$ cat config.mk
export PLATFORM = sky130hd
export DESIGN_NAME = alu_divider
export DESIGN_NICKNAME = d
export VERILOG_FILES = /design/src/rtl/alu_divider_pkg.sv /design/src/rtl/alu_divider_div_step.sv /design/src/rtl/alu_divider.sv
export SDC_FILE = /design/constraint.sdc
export NUM_CORES = 1
export LEC_CHECK = 0
export BUFFER_PORTS_ARGS = -buffer_cell sky130_fd_sc_hd__buf_4
export CAP_MARGIN = 10
export CORE_MARGIN = 1
export CORE_UTILIZATION = 49
export CTS_CLUSTER_SIZE = 30
export DETAILED_ROUTE_END_ITERATION = 7
export PLACE_DENSITY_LB_ADDON = 0.1
export SYNTH_ARGS = -nofsm -noshare
export SYNTH_HDL_FRONTEND = slang
export SYNTH_HIERARCHICAL = 1
export SYNTH_SLANG_ARGS = --single-unit
$ cat constraint.sdc
create_clock -name clk -period 4.1 [get_ports clk]
set_input_delay 0.82 -clock clk [delete_from_list [all_inputs] [get_ports clk]]
set_output_delay 0.82 -clock clk [all_outputs]
set_load 0.02 [all_outputs]
$ cat src/rtl/alu_divider_pkg.sv
`default_nettype none
// ============================================================================
// Module   : alu_divider_pkg
// Purpose  : Shared widths, flag indices, divider state encoding and a small
//            conditional-negate helper for the iterative divider.
// Revision : 1.0 - initial release
// ============================================================================
package alu_divider_pkg;

  localparam int CPU_WORD_WIDTH    = 32;
  localparam int CPU_FLAGS_MSB_POS = 3;
  localparam int DIV_COUNT_WIDTH   = $clog2(CPU_WORD_WIDTH);

  // Flag bit positions inside the flags word.
  localparam int FlagN = 3;
  localparam int FlagZ = 2;
  localparam int FlagC = 1;
  localparam int FlagV = 0;

  typedef enum logic [1:0] {
    DivIdle = 2'd0,
    DivIter = 2'd1,
    DivFix  = 2'd2,
    DivDone = 2'd3
  } DivState;

  // Two's-complement negate when neg is set; used both for operand magnitude
  // and for restoring result signs.
  function automatic logic [CPU_WORD_WIDTH-1:0] cond_neg(
    input logic [CPU_WORD_WIDTH-1:0] v,
    input logic                      neg
  );
    return neg ? (~v + 1'b1) : v;
  endfunction

endpackage
`default_nettype wire

$ cat src/rtl/alu_divider_div_step.sv
`default_nettype none
// ============================================================================
// Module   : alu_divider_div_step
// Purpose  : One radix-2 restoring step: shift {rem, dividend} left by one and
//            trial-subtract the divisor, producing the next partial remainder,
//            the shifted dividend with the new quotient bit in its LSB.
// Revision : 1.0 - initial release
// ============================================================================
module alu_divider_div_step #(
  parameter int W = 32
) (
  input  logic [W-1:0] rem_i,
  input  logic [W-1:0] dividend_i,
  input  logic [W-1:0] divisor_i,
  output logic [W-1:0] rem_o,
  output logic [W-1:0] dividend_o,
  output logic         qbit_o
);

  // The shifted partial remainder needs one extra bit because it can reach
  // 2*divisor-1; when the subtraction succeeds the result fits back into W.
  logic [W:0]   cand;
  logic [W-1:0] diff;

  assign cand       = {rem_i, dividend_i[W-1]};
  assign diff       = cand[W-1:0] - divisor_i;
  assign qbit_o     = (cand >= {1'b0, divisor_i});
  assign rem_o      = qbit_o ? diff : cand[W-1:0];
  assign dividend_o = {dividend_i[W-2:0], qbit_o};

endmodule
`default_nettype wire

$ cat src/rtl/alu_divider.sv
`default_nettype none
// ============================================================================
// Module   : alu_divider
// Purpose  : Iterative 32-bit signed/unsigned divider with valid/ready
//            handshakes. Operates on magnitudes, one quotient bit per cycle,
//            then restores signs. Produces quotient, remainder and N/Z/V/C.
// Revision : 1.0 - initial release
// ============================================================================
module alu_divider
  import alu_divider_pkg::*;
(
  input  logic                         clk,
  input  logic                         rst_n,
  input  logic                         in_valid,
  output logic                         in_ready,
  input  logic [CPU_WORD_WIDTH-1:0]    a_in,
  input  logic [CPU_WORD_WIDTH-1:0]    b_in,
  input  logic                         is_signed,
  input  logic [CPU_FLAGS_MSB_POS:0]   flags_in,
  output logic                         out_valid,
  input  logic                         out_ready,
  output logic [CPU_WORD_WIDTH-1:0]    quot,
  output logic [CPU_WORD_WIDTH-1:0]    rem,
  output logic [CPU_FLAGS_MSB_POS:0]   flags_out
);

  localparam int W = CPU_WORD_WIDTH;
  localparam logic [DIV_COUNT_WIDTH-1:0] LAST_COUNT = DIV_COUNT_WIDTH'(W - 1);
  localparam logic [W-1:0] MIN_INT = {1'b1, {(W-1){1'b0}}};

  DivState                    state_q;
  logic [DIV_COUNT_WIDTH-1:0] count_q;
  logic [W-1:0]               rem_q;
  logic [W-1:0]               dvd_q;
  logic [W-1:0]               div_q;
  logic                       qneg_q;
  logic                       rneg_q;
  logic                       carry_q;
  logic                       ovf_q;
  logic                       out_valid_q;
  logic [W-1:0]               quot_q;
  logic [W-1:0]               rem_out_q;
  logic [CPU_FLAGS_MSB_POS:0] flags_q;

  logic [W-1:0]               rem_d;
  logic [W-1:0]               dvd_d;
  logic                       qbit_d;

  logic                       sa;
  logic                       sb;
  logic                       div_by_zero;
  logic                       signed_ovf;
  logic [W-1:0]               quot_fix;
  logic [W-1:0]               rem_fix;
  logic [CPU_FLAGS_MSB_POS:0] flags_fix;
  logic                       unused_flags;

  // Only the carry is passed through; the other incoming flags are recomputed.
  assign unused_flags = ^{flags_in[FlagN], flags_in[FlagZ], flags_in[FlagV], qbit_d};

  assign sa          = is_signed & a_in[W-1];
  assign sb          = is_signed & b_in[W-1];
  assign div_by_zero = (b_in == '0);
  assign signed_ovf  = is_signed && (a_in == MIN_INT) && (b_in == '1);

  assign quot_fix = cond_neg(dvd_q, qneg_q);
  assign rem_fix  = cond_neg(rem_q, rneg_q);

  // Result flags are derived from the sign-corrected quotient.
  always_comb begin
    flags_fix        = '0;
    flags_fix[FlagN] = quot_fix[W-1];
    flags_fix[FlagZ] = (quot_fix == '0);
    flags_fix[FlagV] = ovf_q;
    flags_fix[FlagC] = carry_q;
  end

  alu_divider_div_step #(.W(W)) u_step (
    .rem_i      (rem_q),
    .dividend_i (dvd_q),
    .divisor_i  (div_q),
    .rem_o      (rem_d),
    .dividend_o (dvd_d),
    .qbit_o     (qbit_d)
  );

  // Divider sequencer: accept, iterate, fix signs, hold result until taken.
  always_ff @(posedge clk) begin
    if (!rst_n) begin
      state_q     <= DivIdle;
      count_q     <= '0;
      rem_q       <= '0;
      dvd_q       <= '0;
      div_q       <= '0;
      qneg_q      <= 1'b0;
      rneg_q      <= 1'b0;
      carry_q     <= 1'b0;
      ovf_q       <= 1'b0;
      out_valid_q <= 1'b0;
      quot_q      <= '0;
      rem_out_q   <= '0;
      flags_q     <= '0;
    end else begin
      case (state_q)
        DivIdle: begin
          if (in_valid) begin
            carry_q <= flags_in[FlagC];
            count_q <= '0;
            qneg_q  <= 1'b0;
            rneg_q  <= 1'b0;
            // Special cases preload their final values and skip iteration;
            // they still pass through DivFix so both paths share the result
            // registers, giving a one-edge accept-to-valid latency.
            if (div_by_zero) begin
              dvd_q   <= '1;
              rem_q   <= a_in;
              ovf_q   <= 1'b1;
              state_q <= DivFix;
            end else if (signed_ovf) begin
              dvd_q   <= MIN_INT;
              rem_q   <= '0;
              ovf_q   <= 1'b1;
              state_q <= DivFix;
            end else begin
              dvd_q   <= cond_neg(a_in, sa);
              div_q   <= cond_neg(b_in, sb);
              rem_q   <= '0;
              qneg_q  <= sa ^ sb;
              rneg_q  <= sa;
              ovf_q   <= 1'b0;
              state_q <= DivIter;
            end
          end
        end
        DivIter: begin
          rem_q   <= rem_d;
          dvd_q   <= dvd_d;
          count_q <= count_q + 1'b1;
          if (count_q == LAST_COUNT) begin
            state_q <= DivFix;
          end
        end
        DivFix: begin
          quot_q      <= quot_fix;
          rem_out_q   <= rem_fix;
          flags_q     <= flags_fix;
          out_valid_q <= 1'b1;
          state_q     <= DivDone;
        end
        DivDone: begin
          if (out_ready) begin
            out_valid_q <= 1'b0;
            state_q     <= DivIdle;
          end
        end
        default: state_q <= DivIdle;
      endcase
    end
  end

  assign in_ready  = (state_q == DivIdle);
  assign out_valid = out_valid_q;
  assign quot      = quot_q;
  assign rem       = rem_out_q;
  assign flags_out = flags_q;

endmodule
`default_nettype wire

==> results of run 1 <==
critical path, delay by kind of cell (launching register included):
| kind | cells | cell delay [ps] |
|---|---|---|
| AND/OR/NAND/NOR | 4 | 610 |
| flip-flops | 1 | 330 |
| buffers and inverters | 3 | 860 |
| multiplexers | 1 | 410 |
| adder cells (fa/ha/maj) | 1 | 410 |
| AO/OA/AOI/OAI | 5 | 1120 |
path summary, 6_finish.rpt:
kind,start,depth (start not counted),to
max reg2reg,div_q[11]$_SDFFE_PN0P_,14,rem_q[13]$_SDFFE_PN0P_
max,div_q[11]$_SDFFE_PN0P_,14,rem_q[13]$_SDFFE_PN0P_
min reg2reg,carry_q$_SDFFE_PN0P_,2,carry_q$_SDFFE_PN0P_
min,carry_q$_SDFFE_PN0P_,2,carry_q$_SDFFE_PN0P_
registers in the layout, summed over array words and instances (netlist names):
register,cells
state_q,2
rneg_q,1
rem_q,32
count_q,5
flags_out,3
dvd_q,32
out_valid,1
quot,32
qneg_q,1
div_q,32
carry_q,1
rem,32
ovf_q,1
final cells by class:
cell class	count	area share
inverter	60	0.0160
clock inverter	14	0.0128
sequential	175	0.248
timing repair buffer	189	0.101
tap	324	0.0287
multi-input combinational	1174	0.563
clock buffer	17	0.0301
synth_stat cells, drive strengths merged (4+ instances only):
| library cell | number |
|---|---|
| nor2 | 184 |
| dfxtp | 175 |
| o21ai | 123 |
| clkbuf | 100 |
| a211oi | 85 |
| nand2 | 82 |
| xor2 | 82 |
| a21oi | 76 |
| inv | 60 |
| xnor2 | 59 |
| buf | 49 |
| ha | 43 |
| a221oi | 40 |
| nor3 | 36 |
| or3 | 31 |
| mux2 | 30 |
| nand4 | 24 |
| o41ai | 21 |
| o31ai | 20 |
| or4 | 20 |
| nand3 | 19 |
| nor4 | 19 |
| a21o | 17 |
| o2111a | 15 |
| mux2i | 14 |
| a31oi | 12 |
| nor2b | 12 |
| and2 | 9 |
| and3 | 8 |
| nor3b | 7 |
| o211ai | 7 |
| a31o | 6 |
| o21a | 6 |
| or2 | 6 |
| a32oi | 5 |
| nand2b | 5 |
| nor4b | 5 |
| a21boi | 4 |
| a22oi | 4 |
| o21bai | 4 |
power by group:
part           total, mW  switching, mW  internal (mW)  leakage, nW
Sequential          2.93          0.623           2.31         1.43
Combinational       9.05           5.17           3.88         3.75
Clock               1.74          0.768          0.970        0.290
Total               13.7           6.56           7.16         5.47
cell families after synthesis:
logic type / synth area share
AO/OA/AOI/OAI: 0.257
XOR/XNOR: 0.100
adder cells (fa/ha/maj): 0.0452
buffers and inverters: 0.0769
flip-flops: 0.284
multiplexers: 0.0415
AND/OR/NAND/NOR: 0.196
metrics by stage:
step	cell area, um2	power [mW]	setup WS, ps	utilization
after global placement	13500	11.7	393	0.551
after detailed placement	13500	11.8	342	0.551
after floorplan	12300	9.78	815	-
after CTS	14100	13.6	303	0.575
final	14100	13.7	224	0.575
after global routing	14100	14.7	15.2	0.575
layer usage:
| metal | global-route usage | up-vias | share of wire |
|---|---|---|---|
| met4 | 0.0918 | 2 | 0.024 |
| met3 | 0.0449 | 47 | 0.075 |
| met2 | 0.410 | 426 | 0.41 |
| met1 | 0.418 | 5632 | 0.49 |
| met5 | 0 | - | 0.00035 |
| li1 | - | 5817 | - |
==> results.md, run 1 <==
- Run status: complete, no violations
- Largest driver fanout on the critical path: 29
- Share of synthesized flip-flops with an asynchronous set or reset: 0
- Crit path launch type: flop
- Cell-by-cell listing of the critical path: inv_1 > ha_1 > nand4_1 > nor3_1 > buf_4 > a31o_2 > nor4b_4 > o21ai_2 > a31oi_4 > o21a_4 > inv_2 > mux2_2 > a221oi_1 > nor2_1
- Yosys reg bits: approximately 180
- Stage delay of the slowest cell on the critical path: between 600 and 700 ps
- Filler cell count in the final layout: roughly 2400
- Number of cells in the design after placement: between 1500 and 2000
- Number of hold-repair buffers added at the cts stage: 0
- Number of instances in the synthesized netlist: roughly 1600
- Global-route usage over all layers: 0.281
- Weighted congestion at the end of routability-driven global placement: between 0.9 and 1
- Syn avg cell area: a little under 8 um2
- Number of design-rule violations left by the first detailed-router iteration: 1169
- Total wire length: between 30000 and 40000 um
- H-tree levels: 4
- Overflow left after global routing: 0
- Most frequent cells in the layout: 188 x sky130_fd_sc_hd__buf_4, 184 x sky130_fd_sc_hd__nor2_1, 175 x sky130_fd_sc_hd__dfxtp_1
- Most common cell after layout, fill and taps aside: sky130_fd_sc_hd__buf_4
- Via count of the first global-routing pass: approximately 11000
- Worst-Margin Slew: approximately 1100 ps
- Global-route wire length before repair: 58300 um
- Average wire length per cell after detail routing: roughly 19 um
- Final Hold Violating Endpoints: 0
- Setup Fix Bufs, Post-CTS: 0
- Cell Area, Synth: around 0.012 mm2
- Number of synthesized flops with an enable pin: 0
- Total Die Area: 0.0258 mm2
- Inserted Diodes: 0
- ANT nets after route: 0
- Area growth from synthesis to final layout: 14.3%
- Number of buffers between clock root and the deepest sink: 2
- Sequential cell area: 0.00350 mm2
- Worst setup path category: flop to flop
- Worst path arrival time: approximately 4200 ps
- Worst reg-to-reg setup slack: ~220 ps
- Top flip-flop cell by instance count after synthesis: sky130_fd_sc_hd__dfxtp_1
- Clock tree from TritonCTS: done
- F_max: 0.258 GHz
- Final layout net count: 1734
- Pin count of the biggest net entering global routing: just under 100
- Routed vias/inst: about 6.1
- Setup TNS Final: 0 ps
- Core outline area: between 0.02 and 0.025 mm2
- Largest cells by area after synthesis: sky130_fd_sc_hd__dfxtp_1 28%, sky130_fd_sc_hd__xor2_1 5.8%, sky130_fd_sc_hd__nor2_1 5.6%, sky130_fd_sc_hd__a211oi_1 5.2%, sky130_fd_sc_hd__ha_1 4.4%
- Tightest Hold Check Type: flop to flop
- Total half-perimeter wirelength after legalization and detailed placement: around 27000 um
- Worst Hold Slack: 458 ps
- Fraction of final layout cells with drive strength greater than 1: 0.170
- Slew margin rel.: 0.234
- TritonCTS buffer count: 17
- Sequential area share after synthesis: 0.284
- Boundary pin count: 143
- Vias post-DR: roughly 12000
- Post-layout instance count excluding filler cells: just under 2000
- Number of remaining DRC errors: 0
- Fin crit share: 0.945
- Max-slew violation count: 0
- Fin Clk Skew: 10.0 ps
- Static Leak: between 5 and 6 nW
- Antenna violations before repair: 1
- Min cycle time layout: between 3000 and 4000 ps
- Clock latency on the worst-skew pair: 440 ps
- P per Cell Area: a little under 1000 mW/mm2
- Yosys warning total: 6
- Max IR drop VDD: between 0.5 and 0.6 mV
- Number of endpoints failing setup at the final stage: 0
- Row cnt: between 50 and 60
- Post-Syn Nets: roughly 1700
- Initial Util: 0.503
- Buffers added on ports: 139
- Clock transition at the registers of the reported paths: around 80 ps
- Slowest cell on the critical path: sky130_fd_sc_hd__inv_2
- Number of different library cells in the post-synthesis netlist: between 80 and 90
- Horizontal die dimension: 161 um
- Area leader, netlist: sky130_fd_sc_hd__dfxtp_1
- Required time at the endpoint of the critical path: roughly 4400 ps
- Clk sinks: 175
- Nature of the critical path endpoint: flop
- Max capacitance violation total: 0
- Post-cts repair resize count: 0
- Detailed-router iteration count before antenna repair: 6
- RSZ-0062 raised after global routing: false
- Proportion of netlist area held by the largest area contributor: 0.284
- Area taken by multi-input logic gates: 0.00794 mm2
- CTS root buf: sky130_fd_sc_hd__clkbuf_16
- Die height: roughly 160 um
Note: power is estimated with default switching activity, not from simulation.
==> inputs of run 2 (changes only) <==
--- a/config.mk
+++ b/config.mk
@@ -14,5 +14,4 @@
 export PLACE_DENSITY_LB_ADDON = 0.1
 export SYNTH_ARGS = -nofsm -noshare
 export SYNTH_HDL_FRONTEND = slang
-export SYNTH_HIERARCHICAL = 1
 export SYNTH_SLANG_ARGS = --single-unit
==> run 2 against run 1 <==
  * Count of clock-buffer cells in the layout up 2
  * Critical path type unchanged
  * Total power down 13%
  * Wire length down 3.3%
  * Via count down 3.3%
  * Largest cell class unchanged
  * Global-route usage up 0.95 points
  * Cell count up 0.67%
  * Register-to-register slack better by 440 ps
  * Critical endpoint is now rem_q[28]$_SDFFE_PN0P_
  * Clock skew up 2.7 ps
  * Clock power down 8%
==> results.md, run 2 <==
- Run status: complete, no violations
- Die height: 157 um (-2.3%)
- Tightest Hold Check Type: flop to flop
- Worst path arrival time: 3770 ps (-430 ps)
- Largest cells by area after synthesis: sky130_fd_sc_hd__dfxtp_1 30%, sky130_fd_sc_hd__xor2_1 6.3%, sky130_fd_sc_hd__nor2_1 6.1%, sky130_fd_sc_hd__a21oi_1 6.0%, sky130_fd_sc_hd__a211oi_1 5.4%
- Routed vias/inst: 5.87 (-3.9%)
- Number of endpoints failing setup at the final stage: 0 (unchanged)
- Largest driver fanout on the critical path: 3 (-90%)
- Vias post-DR: 11500 (-3.3%)
- Row cnt: 56 (-1.8%)
- Inserted Diodes: 0 (unchanged)
- Crit path launch type: flop
- Number of synthesized flops with an enable pin: 0 (unchanged)
- Max capacitance violation total: 0 (unchanged)
- Top flip-flop cell by instance count after synthesis: sky130_fd_sc_hd__dfxtp_1
- Min cycle time layout: 3440 ps (-441 ps)
- Horizontal die dimension: 157 um (-2.3%)
- Post-Syn Nets: 1668 (-0.42%)
- Average wire length per cell after detail routing: 18.1 um (-4.0%)
- Nature of the critical path endpoint: flop
- Met3 track demand over resource in global routing: 0.0402 (-0.00474)
- Sequential area share after synthesis: 0.298 (+0.0138)
- H-tree levels: 4 (unchanged)
- Max IR drop VDD: 0.416 mV (-22%)
- Number of buffers between clock root and the deepest sink: 2 (unchanged)
- Fin Clk Skew: 12.7 ps (+2.71 ps)
- Global-route wire length before repair: 55700 um (-4.4%)
- Detailed-router iteration count before antenna repair: 7 (+1)
- Most common cell after layout, fill and taps aside: sky130_fd_sc_hd__nor2_1
- Total wire length: 35600 um (-3.3%)
- Initial Util: 0.500 (-0.00306)
- Worst setup path category: flop to flop
- Antenna violations before repair: 0 (-1)
- Clock transition at the registers of the reported paths: 70 ps (about the same)
- Static Leak: 5.18 nW (-5.4%)
- Area leader, netlist: sky130_fd_sc_hd__dfxtp_1
- Boundary pin count: 143 (unchanged)
- Syn avg cell area: 7.59 um2 (-4.1%)
- TritonCTS buffer count: 17 (unchanged)
- Final Hold Violating Endpoints: 0 (unchanged)
- Proportion of netlist area held by the largest area contributor: 0.298 (+0.0138)
- RSZ-0062 raised after global routing: false
- Share of synthesized flip-flops with an asynchronous set or reset: 0 (unchanged)
- Most frequent cells in the layout: 192 x sky130_fd_sc_hd__nor2_1, 175 x sky130_fd_sc_hd__dfxtp_1, 161 x sky130_fd_sc_hd__buf_4
- Setup Fix Bufs, Post-CTS: 0 (unchanged)
- Commonest cells post-synth: 192 x sky130_fd_sc_hd__nor2_1, 175 x sky130_fd_sc_hd__dfxtp_1, 141 x sky130_fd_sc_hd__a21oi_1
- Required time at the endpoint of the critical path: 4440 ps (+20 ps)
- Core outline area: 0.0235 mm2 (-4.0%)
- Global-route usage over all layers: 0.291 (+0.00951)
- Total half-perimeter wirelength after legalization and detailed placement: 26600 um (-1.2%)
- Clock latency on the worst-skew pair: 450 ps (about the same)
- F_max: 0.291 GHz (+13%)
- Clock tree from TritonCTS: done
- Clk sinks: 175 (unchanged)
- Routing usage on met1: 0.391 (-0.0264)
- Buffers added on ports: 139 (unchanged)
- Number of cells in the design after placement: 1934 (+0.62%)
- Stage delay of the slowest cell on the critical path: 520 ps (-100 ps)
- Via count of the first global-routing pass: 10300 (-4.3%)
- Worst-Margin Slew: 1160 ps (+8.87 ps)
- Fin crit share: 0.838 (-0.108)
- Post-cts repair resize count: 0 (unchanged)
- Cell-by-cell listing of the critical path: inv_1 > ha_1 > inv_1 > fa_1 > a211oi_1 > o21ai_0 > a21oi_1 > o32ai_1 > o41ai_1 > o21ai_0 > xnor2_1 > a21oi_1 > nor3_1
- Met2 Use GR: 0.462 (+0.0519)
- Slowest cell on the critical path: sky130_fd_sc_hd__o41ai_1
- Number of remaining DRC errors: 0 (unchanged)
- Cell Area, Synth: 0.0118 mm2 (-4.6%)
- Most frequent cell after synthesis: sky130_fd_sc_hd__nor2_1
- Pin count of the biggest net entering global routing: 104 (+7.2%)
- Yosys warning total: 0 (-6)
- Utilization after layout: 0.580 (+0.00434)
- Area growth from synthesis to final layout: 15.9%
- P per Cell Area: 877 mW/mm2 (-9.8%)
- Post-layout instance count excluding filler cells: 1966 (+0.67%)
- Number of hold-repair buffers added at the cts stage: 0 (unchanged)
- Weighted congestion at the end of routability-driven global placement: 0.919 (+1.7%)
- Global-route layer with the greatest usage: met2
- Slew margin rel.: 0.228 (-0.00592)
- CTS root buf: sky130_fd_sc_hd__clkbuf_16
- ANT nets after route: 0 (unchanged)
- Total Die Area: 0.0246 mm2 (-4.6%)
- Setup TNS Final: 0 ps (unchanged)
- Final layout net count: 1752 (+1.0%)
- Overflow left after global routing: 0 (unchanged)
- Number of instances in the synthesized netlist: 1550 (-0.51%)
- Number of design-rule violations left by the first detailed-router iteration: 982 (-16%)
- Fraction of final layout cells with drive strength greater than 1: 0.142 (-0.0280)
- Max-slew violation count: 0 (unchanged)
- Yosys reg bits: 175 (unchanged)
- Number of different library cells in the post-synthesis netlist: 75 (-8.5%)
run 2: changes by cell type after synthesis, sizes merged, moves of 9 or more:
cell and delta:
nand2 +28, or4 -12, buf -30, o21ai +10, clkbuf -20, a21oi +65, mux2 -18, a22oi +13
o2111a -15, nor3 +9, a221oi -32
run 2: path summary, 6_finish.rpt:
kind,from,end,slack (ps),cells past startpoint
setup / recovery,dvd_q[31]$_SDFFE_PN0P_,rem_q[28]$_SDFFE_PN0P_,660,13
hold / removal,div_q[21]$_SDFFE_PN0P_,div_q[21]$_SDFFE_PN0P_,460,2
setup reg to reg,dvd_q[31]$_SDFFE_PN0P_,rem_q[28]$_SDFFE_PN0P_,660,13
hold reg to reg,div_q[21]$_SDFFE_PN0P_,div_q[21]$_SDFFE_PN0P_,460,2
run 2: final cells by class:
class / instances / area, um2
Clock inverter: 13 / 126
Tap cell: 319 / 399
Fill cell: 2306 / 9900
Sequential cell: 175 / 3500
Multi-Input combinational cell: 1212 / 7670
Inverter: 64 / 241
Timing Repair Buffer: 164 / 1270
Clock buffer: 19 / 433
run 2: cells by family (layout without fill, tap and decap cells):
family                     Yosys count  after routing  synth area share
DFF                                175            175             0.298
and+or+nand+nor                    493            493             0.198
xor gates and xnor gates           139            139             0.103
muxes                               29             29            0.0259
AOI/OAI and AO/OA                  506            506             0.273
buffers and inverters              163            260            0.0543
adders and majority gates           45             45            0.0485
run 2: metal layers:
layer | vias to the layer above | wire (um)
li1 | 5805 | -
met1 | 5257 | 16000
met2 | 401 | 16200
met3 | 73 | 2160
met4 | 0 | 1250
met5 | - | 0
run 2: worst max-delay path: cells and delay by family, from the launching register on:
kind                       cells  cell delay [ps]
AOI/OAI and AO/OA              7             1850
xor gates and xnor gates       1              170
adders and majority gates      2              650
buffers and inverters          2              290
DFF                            1              310
and+or+nand+nor                1               60
run 2: power by group:
group / total (mW) / internal (mW) / switching, mW
combinational: 7.37 / 2.97 / 4.40
sequential: 3.00 / 2.28 / 0.725
clock: 1.60 / 0.804 / 0.797
total: 12.0 / 6.04 / 5.92
run 2: metrics by stage:
step | worst slack (ps) | area [um2] | total power, mW | hold slack (ps)
floorplan | 1070 | 11800 | 8.25 | 432
global placement | 668 | 13100 | 10.2 | 441
detailed placement | 656 | 13100 | 10.3 | 452
CTS | 682 | 13600 | 11.9 | 460
global route | 316 | 13600 | 12.9 | 488
finish | 665 | 13600 | 12.0 | 457
==> inputs of run 3 (changes only) <==
==> constraint.sdc (replaced) <==
create_clock -name clk -period 3.1 [get_ports clk]
set_input_delay 0.62 -clock clk [delete_from_list [all_inputs] [get_ports clk]]
set_output_delay 0.62 -clock clk [all_outputs]
set_load 0.02 [all_outputs]
==> run 3 against run 2 <==
  * Sequential power up 23%
  * Global-route usage up 1.3 points
  * First-iteration DRC count up 15%
  * Critical path depth down 1
  * Worst hold slack worse by 28 ps
  * Via count up 5.4%
  * Sequential share of layout area down 1.8 points
  * Critical endpoint is now rem_q[16]$_SDFFE_PN0P_
==> results.md, run 3 (synthesis gave the netlist of run 2 again) <==
- Run status: complete, no violations
- Global-route wire length before repair: 58400 um (+4.9%)
- Clk sinks: 175 (unchanged)
- Most frequent cells in the layout: 273 x sky130_fd_sc_hd__buf_4, 191 x sky130_fd_sc_hd__nor2_1, 175 x sky130_fd_sc_hd__dfxtp_1
- Nature of the critical path endpoint: flop
- Overflow left after global routing: 0 (unchanged)
- Average wire length per cell after detail routing: 17.9 um (-1.0%)
- Worst reg2reg endpoint: rem_q[16]$_SDFFE_PN0P_
- Worst path arrival time: 3280 ps (-490 ps)
- Fin crit share: 0.959 (+0.121)
- Stage delay of the slowest cell on the critical path: 390 ps (-130 ps)
- Clock tree from TritonCTS: done
- Boundary pin count: 143 (unchanged)
- Initial Util: 0.500 (unchanged)
- Horizontal die dimension: 157 um (unchanged)
- Area growth from synthesis to final layout: 24.7%
- H-tree levels: 4 (unchanged)
- TritonCTS buffer count: 17 (unchanged)
- Final Hold Violating Endpoints: 0 (unchanged)
- Total wire length: 37300 um (+4.8%)
- Hold EP: carry_q$_SDFFE_PN0P_
- Worst Hold Launch: flags_in[1]
- Detailed-router iteration count before antenna repair: 6 (-1)
- Number of design-rule violations left by the first detailed-router iteration: 1128 (+15%)
- F_max: 0.336 GHz (+16%)
- Crit path launch type: flop
- Weighted congestion at the end of routability-driven global placement: 0.933 (+1.5%)
- Worst-Margin Slew: 739 ps (-417 ps)
- Core outline area: 0.0235 mm2 (unchanged)
- Vias post-DR: 12200 (+5.4%)
- Inserted Diodes: 0 (unchanged)
- Slowest cell on the critical path: sky130_fd_sc_hd__a2111oi_1
- ANT nets after route: 0 (unchanged)
- Clock transition at the registers of the reported paths: 80 ps (about the same)
- Total Die Area: 0.0246 mm2 (unchanged)
- Antenna violations before repair: 0 (unchanged)
- Fraction of final layout cells with drive strength greater than 1: 0.207 (+0.0650)
- Number of remaining DRC errors: 0 (unchanged)
- Max capacitance violation total: 0 (unchanged)
- Setup TNS Final: 0 ps (unchanged)
- Worst setup path category: flop to flop
- Worst Hold Slack: 429 ps (-27.9 ps)
- Min cycle time layout: 2970 ps (-463 ps)
- Slew margin rel.: 0.507 (+0.279)
- Row cnt: 56 (unchanged)
- Most common cell after layout, fill and taps aside: sky130_fd_sc_hd__buf_4
- Global-route usage over all layers: 0.304 (+0.0135)
- Final layout net count: 1868 (+6.6%)
- Number of endpoints failing setup at the final stage: 0 (unchanged)
- Cell-by-cell listing of the critical path: inv_1 > ha_1 > a21o_1 > o21ai_0 > o21ai_0 > a221o_1 > nor2_2 > o211ai_4 > buf_12 > buf_4 > a2111oi_1 > nor3_1
- Static Leak: 5.81 nW (+12%)
- Tightest Hold Check Type: input pin to flop
- Pin count of the biggest net entering global routing: 131 (+26%)
- Total half-perimeter wirelength after legalization and detailed placement: 28500 um (+6.9%)
- Number of cells in the design after placement: 2046 (+5.8%)
- Fin Clk Skew: 12.4 ps (-0.368 ps)
- Via count of the first global-routing pass: 10800 (+5.3%)
- Clock latency on the worst-skew pair: 440 ps (about the same)
- Startpoint of the lowest-slack register-to-register path: div_q[15]$_SDFFE_PN0P_
- Pre-CTS worst setup slack: -172 ps (-829 ps)
- CTS root buf: sky130_fd_sc_hd__clkbuf_16
- P per Cell Area: 1190 mW/mm2 (+35%)
- Buffers added on ports: 139 (unchanged)
- Filler cell count in the final layout: 2212 (-4.1%)
- Routed vias/inst: 5.84 (-0.45%)
- Post-layout instance count excluding filler cells: 2082 (+5.9%)
- Required time at the endpoint of the critical path: 3400 ps (-1040 ps)
- Number of buffers between clock root and the deepest sink: 2 (unchanged)
- Number of cells on the worst reg-to-reg path: 12 (-1)
- Max IR drop VDD: 0.453 mV (+8.8%)
- Most numerous cell on the critical path: sky130_fd_sc_hd__o21ai_0
- Largest driver fanout on the critical path: 17 (+14)
- Worst hold stages: 3 (+1)
- Max-slew violation count: 0 (unchanged)
- Worst reg-to-reg setup slack: 130 ps (-540 ps)
- Die height: 157 um (unchanged)
- Worst path setup slack after routing: 128 ps (-537 ps)
- First element of the critical path: div_q[15]$_SDFFE_PN0P_
[run 3: cell types whose count changed in the layout (fill, tap and decap cells not counted), sizes merged]
cell      change
buf         +116
bufinv        +1
clkbuf        -2
clkinv        +1
clkinvlp      -2
inv           +2
[run 3: metrics by stage]
stage	total power, mW	instance area [um2]	utilization
5_1_grt	18.7	14700	0.624
3_3_place_gp	14.5	14000	0.593
2_1_floorplan	10.9	11800	-
3_5_place_dp	14.7	14000	0.593
4_1_cts	17.1	14600	0.619
6_report	17.4	14700	0.624
[run 3: worst max path at each step]
stage	cells after the start	to
after detailed placement	12	rem_q[25]$_SDFFE_PN0P_
after global routing	12	rem_q[10]$_SDFFE_PN0P_
final	12	rem_q[16]$_SDFFE_PN0P_
after CTS	14	rem_q[16]$_SDFFE_PN0P_
after floorplan	13	rem_q[16]$_SDFFE_PN0P_
after global placement	12	rem_q[25]$_SDFFE_PN0P_
[run 3: power by group]
group | internal (mW) | switching [mW]
clock network | 1.15 | 1.05
registers | 3.01 | 0.690
logic | 5.03 | 6.50
total | 9.19 | 8.24
[run 3: cell type report]
class / count / area, um2 / share of cell area
clock buffers: 17 / 425 / 0.0290
clock inverters: 15 / 166 / 0.0113
inverters: 64 / 241 / 0.0164
multi-input cells: 1212 / 7750 / 0.528
flip-flops and latches: 175 / 3500 / 0.239
well taps: 319 / 399 / 0.0272
repair buffers: 280 / 2200 / 0.150
[run 3: repair_timing]
item	4_1_cts	5_1_grt
endpoints found under the hold margin	0	0
hold buffers	0	0
resized for setup	2	16
pin swaps	1	6
buffers inserted	1	2
endpoints found under the setup margin	29	34
[run 3: critical path, delay by kind of cell (launching register included)]
family / cells / cell delay (ps)
flip-flops: 1 / 340
buffers and inverters: 3 / 410
AO/OA/AOI/OAI: 6 / 1490
AND/OR/NAND/NOR: 2 / 260
adder cells (fa/ha/maj): 1 / 340
[run 3: layer usage]
layer  GRT usage  wire length (um)  vias to the layer above
met3      0.0366              2310                       61
met2       0.501             17400                      465
met5           0                 0                        -
met1       0.407             16500                     5613
met4       0.111              1110                        0
li1            -                 -                     6023
